==> src/rtl/pipe_tap_chain.sv <==
// pipe_tap_chain: configurable-latency register chain with per-stage valid
// bits, a shared clock-enable stall, a synchronous flush and an occupancy
// counter. The output tap is chosen at run time from 0 (bypass) to DEPTH.

module pipe_tap_chain #(
  parameter int WIDTH = 18,
  parameter int DEPTH = 4,
  parameter int LW    = $clog2(DEPTH + 1)
) (
  input  logic             clk,
  input  logic             rst,
  input  logic             cen,
  input  logic             flush,
  input  logic [WIDTH-1:0] X,
  input  logic             X_vld,
  input  logic [LW-1:0]    lat,
  output logic [WIDTH-1:0] out,
  output logic             out_vld,
  output logic [LW-1:0]    occ
);

  localparam logic [LW-1:0] MaxTap = LW'(DEPTH);

  logic [WIDTH-1:0] data_q [1:DEPTH];
  logic [WIDTH-1:0] data_d [1:DEPTH];
  logic [DEPTH:1]   vld_q;
  logic [DEPTH:1]   vld_d;
  logic [LW-1:0]    occ_q;
  logic [LW-1:0]    occ_d;
  logic [LW-1:0]    eff;

  // Next-state: flush clears everything, otherwise shift when enabled, else hold.
  // The counter tracks entries in minus the valid bit falling off the end,
  // so it stays equal to the number of set valid bits without a popcount.
  always_comb begin
    data_d = data_q;
    vld_d  = vld_q;
    occ_d  = occ_q;
    if (flush) begin
      data_d = '{default: '0};
      vld_d  = '0;
      occ_d  = '0;
    end else if (cen) begin
      data_d[1] = X;
      vld_d[1]  = X_vld;
      for (int k = 2; k <= DEPTH; k++) begin
        data_d[k] = data_q[k-1];
        vld_d[k]  = vld_q[k-1];
      end
      occ_d = occ_q + LW'(X_vld) - LW'(vld_q[DEPTH]);
    end
  end

  // State registers with asynchronous clear.
  always_ff @(posedge clk or posedge rst) begin
    if (rst) begin
      data_q <= '{default: '0};
      vld_q  <= '0;
      occ_q  <= '0;
    end else begin
      data_q <= data_d;
      vld_q  <= vld_d;
      occ_q  <= occ_d;
    end
  end

  // Requested latencies beyond the chain length clamp to the last stage.
  assign eff = (lat > MaxTap) ? MaxTap : lat;

  // Output tap select; tap 0 is the combinational bypass of the input.
  always_comb begin
    out     = X;
    out_vld = X_vld;
    for (int k = 1; k <= DEPTH; k++) begin
      if (eff == LW'(k)) begin
        out     = data_q[k];
        out_vld = vld_q[k];
      end
    end
  end

  assign occ = occ_q;

endmodule

==> config.mk <==
export PLATFORM = sky130hd
export DESIGN_NAME = pipe_tap_chain
export DESIGN_NICKNAME = d
export VERILOG_FILES = /design/src/rtl/pipe_tap_chain.sv
export SDC_FILE = /design/constraint.sdc
export NUM_CORES = 1
export LEC_CHECK = 0
export CAP_MARGIN = 10
export CORE_MARGIN = 2
export CORE_UTILIZATION = 38
export CTS_CLUSTER_DIAMETER = 100
export DETAILED_ROUTE_END_ITERATION = 10
export REMOVE_ABC_BUFFERS = 1
export SYNTH_ARGS = -nofsm -noshare
export SYNTH_HDL_FRONTEND = slang
export SYNTH_SLANG_ARGS = --single-unit
==> constraint.sdc <==
create_clock -name clk -period 2.5 [get_ports clk]
set_input_delay 0.375 -clock clk [delete_from_list [all_inputs] [get_ports clk]]
set_output_delay 0.375 -clock clk [all_outputs]
set_load 0.02 [all_outputs]
==> impl_metrics.toml, run 1 <==
[synth]
synth_edf_count = 0
ys.flop_type = "dfrtp_1"
yosysTopAreaCell = "dfrtp_1"
synth.area.top_cells = "dfrtp_1 (47%), mux2i_1 (18%), mux2_4 (7.1%)"
async_flop_share = 1.00
synth_top_cell_area_share = 0.468
ys_seq_area_frac = 0.468
synth_common_cells = "dfrtp_1 (79), nor2_1 (79), mux2i_1 (77)"
synthCells = 372
avgSynthCellArea_um2 = 11.4
synth_area_mm2 = 0.00422
synth_cell_types = 22
ys_seq_elements = 79
ys_warn_count = 0

[sta]
finalMaxSlewViolations = 0
hold_viol_final = 0
worstMarginPinSlew_ns = 0.391
period_needed_ns = 2.32
finalSetupTns_ns = 0
relSlewSlack = 0.739
hold_slack_ns = 0.264
fin_crit_sh = 0.927
fin_skew_ns = 0.00616
grt_setup_unrepaired = "no"
setup_viol = 0
max_freq_ghz = 0.431

[power_and_ir_drop]
comb_power_share = 0.180
switching_share = 0.267
max-vdd-ir-drop_mv = 0.319
p_per_area_mw_per_mm2 = 511
clockPowerShare = 0.291
power_frac_seq = 0.529
p_leak_nw = 2.50
power.internal_w = 0.00187
p_switching_w = 0.000679

[critical_path]
cp_max_fo = 8
crit_slowest_cell = "clkdlybuf4s50_1"
crit_path_cell_trace = "clkdlybuf4s50_1, or2_1, buf_4, o22ai_1, a21oi_1, dlygate4sd2_1"
critPathCaptureType = "output port"
required_ns = 2.12
slowest_delay_ns = 0.54
path_class = "in2out"
crit_path_start_kind = "input port"
worstPathArrival_ns = 1.94

[route]
vias = 2723
drt_iter0_drc = 109
ant_nets = 0
drt-total-wl_um = 8400
drcViolationCount = 0
viasPerCell = 4.92
firstDrtPassIters = 4
post_drt_wl_per_cell_um = 15.2

[hold_path]
hp-class = "in2async"

[floorplanning]
die_w_um = 109
die_area_mm2 = 0.0120
rows = 38
ios = 48
coreArea_mm2 = 0.0108
dieHeight_um = 109
start_util = 0.390

[placed_design]
dp_hpwl_um = 5520
post-place-cells = 544
portBuffers = 47
gp_congestion = 0.780

[cells_and_area]
utilization = 0.460
final_nets = 444
area_growth_pct = 18.0
nFillCells = 1043
drive_above_1_share = 0.205
diodes = 0
fin_cells = 554

[clock_network]
cts.clk_slew.worst_paths_ns = 0.07
cts_num_sinks = 79
ctsHtreeMaxLevel = 3
numCtsBuffers = 9
postCtsHoldBufs = 0
cts_tree = "yes"
cts_setup_buffers = 0
cts.path.max_buffers = 2
clockRootBuffer = "clkbuf_8"
clk_latency_ns = 0.34

[grt]
grt_antenna_before_repair = 0
grt_pass1_vias = 2750
grt_pass1_wl_um = 14000
grt_overflow = 0
track_usage = 0.151
grt_max_degree = 65

[run_status]
status = "completed"

[run]
cap_violations = 0
power by group through the flow:
| stage | sequential, W | combinational (W) | clock, W |
|---|---|---|---|
| finish | 0.00135 | 0.000459 | 0.000740 |
| global route | 0.00135 | 0.000503 | 0.000814 |
| CTS | 0.00135 | 0.000470 | 0.000770 |
| detailed placement | 0.00137 | 0.000481 | 0 |
| global placement | 0.00137 | 0.000479 | 0 |
| floorplan | 0.00137 | 0.000237 | 0 |
timing repair:
item | CTS | global route
resized for setup | 14 | 5
setup endpoints to repair | 14 | 5
pin swaps | 0 | 0
through the flow:
| step | total power [W] | worst slack (ns) | instance area [um^2] |
|---|---|---|---|
| after floorplan | 0.00161 | 0.102 | 4040 |
| after global placement | 0.00185 | -0.0693 | 4860 |
| after detailed placement | 0.00185 | -0.0754 | 4860 |
| after CTS | 0.00259 | 0.00000666 | 4970 |
| after global routing | 0.00267 | 0.122 | 4980 |
| final | 0.00255 | 0.182 | 4980 |
per-layer routing:
layer,vias up,GRT usage,wire length (um)
met1,1327,0.201,4050
met4,0,0.0461,79
li1,1341,-,-
met5,-,0,0
met2,47,0.244,3930
met3,8,0.0391,337
cell families (layout without fill, tap and decap cells):
logic type               Yosys count  after routing  synth area share
AO/OA/AOI/OAI                     41             41            0.0794
XOR/XNOR                           1              1           0.00207
adder cells (fa/ha/maj)            3              3            0.0107
buffers and inverters             51             93            0.0637
flip-flops                        79             79             0.468
multiplexers                     115            115             0.302
AND/OR/NAND/NOR                   82             82            0.0746
final cells by class:
| cell class | instances | area, um^2 | share of cell area |
|---|---|---|---|
| flip-flops and latches | 79 | 1980 | 0.397 |
| inverters | 23 | 87.6 | 0.0176 |
| well taps | 140 | 175 | 0.0351 |
| clock buffers | 10 | 128 | 0.0256 |
| repair buffers | 60 | 638 | 0.128 |
| multi-input cells | 242 | 1980 | 0.397 |
path summary, 6_finish.rpt:
kind                       slack, ns                     end  depth (start not counted)                    from
setup reg to reg                0.57      occ[2]$_DFFE_PP0P_                          9      occ[0]$_DFFE_PP0P_
min in group clk                0.42  data_q[17]$_DFFE_PP0P_                          2                   flush
setup / recovery                0.18                  out[6]                          6                  lat[2]
hold reg to reg                 0.52  data_q[13]$_DFFE_PP0P_                          2  data_q[13]$_DFFE_PP0P_
hold / removal                  0.26  data_q[35]$_DFFE_PP0P_                          2                     rst
max in group asynchronous       1.66  data_q[56]$_DFFE_PP0P_                          3                     rst
sequential cells by signal (all words and copies together), names as in the netlist:
name and flops:
occ 3, data_q 72, vld_q 4
critical path: cells and delay by family:
family                 cells  cell delay (ns)
AOI/OAI and AO/OA          2             0.26
and+or+nand+nor            1             0.20
buffers and inverters      3             1.11
placed cells by master, fill, tap and decap left out:
cell | Yosys | final
xor2_1 | 1 | 1
dlymetal6s2s_1 | 0 | 5
mux2i_1 | 77 | 77
ha_1 | 2 | 2
o22ai_2 | 10 | 10
buf_4 | 9 | 7
o22ai_1 | 9 | 9
a211oi_1 | 1 | 1
a21oi_1 | 10 | 10
nor2_1 | 79 | 79
clkbuf_8 | 0 | 9
dfrtp_1 | 79 | 79
mux2_2 | 18 | 18
a21oi_2 | 10 | 10
nand2b_1 | 2 | 2
or2_1 | 1 | 1
clkinv_2 | 0 | 1
fa_1 | 1 | 1
inv_1 | 23 | 22
a31o_2 | 1 | 1
clkbuf_1 | 6 | 1
dlygate4sd2_1 | 0 | 14
buf_2 | 10 | 2
buf_12 | 1 | 7
clkdlybuf4s50_1 | 0 | 25
mux2_4 | 20 | 20
Power figures use the tool's default switching activity.
==> inputs of run 2 (changes only) <==
--- a/config.mk
+++ b/config.mk
@@ -8,9 +8,11 @@
 export CAP_MARGIN = 10
 export CORE_MARGIN = 2
 export CORE_UTILIZATION = 38
+export CTS_BUF_LIST = sky130_fd_sc_hd__clkbuf_8
 export CTS_CLUSTER_DIAMETER = 100
 export DETAILED_ROUTE_END_ITERATION = 10
 export REMOVE_ABC_BUFFERS = 1
+export SLEW_MARGIN = 15
 export SYNTH_ARGS = -nofsm -noshare
 export SYNTH_HDL_FRONTEND = slang
 export SYNTH_SLANG_ARGS = --single-unit
==> impl_metrics.toml, run 2 (same netlist as run 1, synthesis figures left out) <==
[run_status]
status = "completed"

[cells_and_area]
layout_common_cells = "nor2_1 (79), dfrtp_1 (79), mux2i_1 (77)"
top_register = "data_q"
final_nets = 444
drive_above_1_share = 0.205
area_growth_pct = 18.0
diodes = 0
utilization = 0.460
largest_reg_flops = 72
fin_cells = 554

[sta]
setup_viol = 0
max_freq_ghz = 0.431
fin_crit_sh = 0.927
relSlewSlack = 0.739
fin_skew_ns = 0.00616
period_needed_ns = 2.32
finalMaxSlewViolations = 0
worstMarginPinSlew_ns = 0.391
grt_setup_unrepaired = "no"
setup_slack_ns = 0.182
hold_slack_ns = 0.264
hold_viol_final = 0

[run]
cap_violations = 0

[route]
post_drt_wl_per_cell_um = 15.1
drt-total-wl_um = 8390
met2_wirelength_um = 3930
top_layer_used = "met4"
wl_met3_um = 337
firstDrtPassIters = 4
drcViolationCount = 0
viasPerCell = 4.92
drt_iter0_drc = 110
met1_length_um = 4040
ant_nets = 0
vias = 2724

[critical_path]
critPathCaptureType = "output port"
slowest_delay_ns = 0.54
cp_max_fo = 8
worstPathArrival_ns = 1.94
crit_path_cell_trace = "clkdlybuf4s50_1, or2_1, buf_4, o22ai_1, a21oi_1, dlygate4sd2_1"
required_ns = 2.12
worst-path-buf-inv = 3
crit_family = "buffers and inverters"
path_class = "in2out"
crit_path_start_kind = "input port"
crit_slowest_cell = "clkdlybuf4s50_1"

[placed_design]
gp_congestion = 0.780
portBuffers = 47
post-place-cells = 544
dp_hpwl_um = 5520
dp_slack_ns = -0.0754

[clock_network]
cts_num_sinks = 79
postCtsHoldBufs = 0
ctsHtreeMaxLevel = 3
cts_tree = "yes"
cts.path.max_buffers = 2
clk_latency_ns = 0.34
cts.clk_slew.worst_paths_ns = 0.07
clockRootBuffer = "clkbuf_8"
numCtsBuffers = 9

[floorplanning]
ios = 48
die_area_mm2 = 0.0120
rows = 38
start_util = 0.390
die_w_um = 109
coreArea_mm2 = 0.0108
dieHeight_um = 109

[grt]
grt_pass1_vias = 2750
grt_overflow = 0
grt_max_degree = 65
track_usage = 0.151
grt_antenna_before_repair = 0
grt_pass1_wl_um = 14000

[power_and_ir_drop]
p_per_area_mw_per_mm2 = 510
p_switching_w = 0.000679
total_power_w = 0.00254
switching_share = 0.267
power.internal_w = 0.00186
power_frac_seq = 0.530
p_leak_nw = 2.50
comb_power_share = 0.180
max-vdd-ir-drop_mv = 0.318
clockPowerShare = 0.289

[hold_path]
hp-class = "in2async"
==> run 2: changes by cell type in the layout (fill, tap and decap cells not counted), sizes merged <==
cell    delta
clkbuf     -1
inv        +1
==> run 2: through the flow <==
step	TNS, ns	instance area, um^2
after floorplan	0	4040
after global placement	-0.238	4860
after detailed placement	-0.291	4860
after CTS	0	4970
after global routing	0	4980
final	0	4980
==> run 2: metal layers <==
layer  global-route usage  vias up
met1                0.201     1328
met4               0.0461        0
met5                    0        -
met2                0.244       47
li1                     -     1341
met3               0.0391        8
==> run 2: power groups by stage <==
stage / Clock [W] / Combinational [W] / Sequential (W)
2_1_floorplan: 0 / 0.000237 / 0.00137
3_3_place_gp: 0 / 0.000479 / 0.00137
3_5_place_dp: 0 / 0.000481 / 0.00137
4_1_cts: 0.000766 / 0.000470 / 0.00135
5_1_grt: 0.000810 / 0.000503 / 0.00135
6_report: 0.000736 / 0.000458 / 0.00135
==> run 2: cell type report <==
class	count	area [um^2]
clock buffers	9	124
clock inverters	1	3.75
fillers	1043	5860
inverters	23	87.6
multi-input cells	242	1980
flip-flops and latches	79	1980
well taps	140	175
repair buffers	60	638
==> run 2: worst paths after layout <==
| path | startpoint | end | slack [ns] | cells past startpoint |
|---|---|---|---|---|
| max in group asynchronous | rst | data_q[56]$_DFFE_PP0P_ | 1.66 | 3 |
| min | rst | data_q[35]$_DFFE_PP0P_ | 0.26 | 2 |
| min in group clk | flush | data_q[17]$_DFFE_PP0P_ | 0.42 | 2 |
| max reg2reg | occ[0]$_DFFE_PP0P_ | occ[2]$_DFFE_PP0P_ | 0.57 | 9 |
| max | lat[2] | out[6] | 0.18 | 6 |
| min reg2reg | data_q[13]$_DFFE_PP0P_ | data_q[13]$_DFFE_PP0P_ | 0.52 | 2 |
==> run 2: worst reg2reg max path, cell delays in order, from the launching register on <==
cell and delay, ns:
dfrtp_1 0.38, inv_1 0.05, ha_1 0.28, inv_1 0.06, ha_1 0.13, inv_1 0.05
fa_1 0.37, xor2_1 0.19, a21oi_1 0.09, a31o_2 0.22
==> run 2: repair_timing <==
action,4_1_cts,5_1_grt
gates cloned,0,0
endpoints found under the setup margin,14,5
gates resized for setup,14,5
buffers inserted,0,0
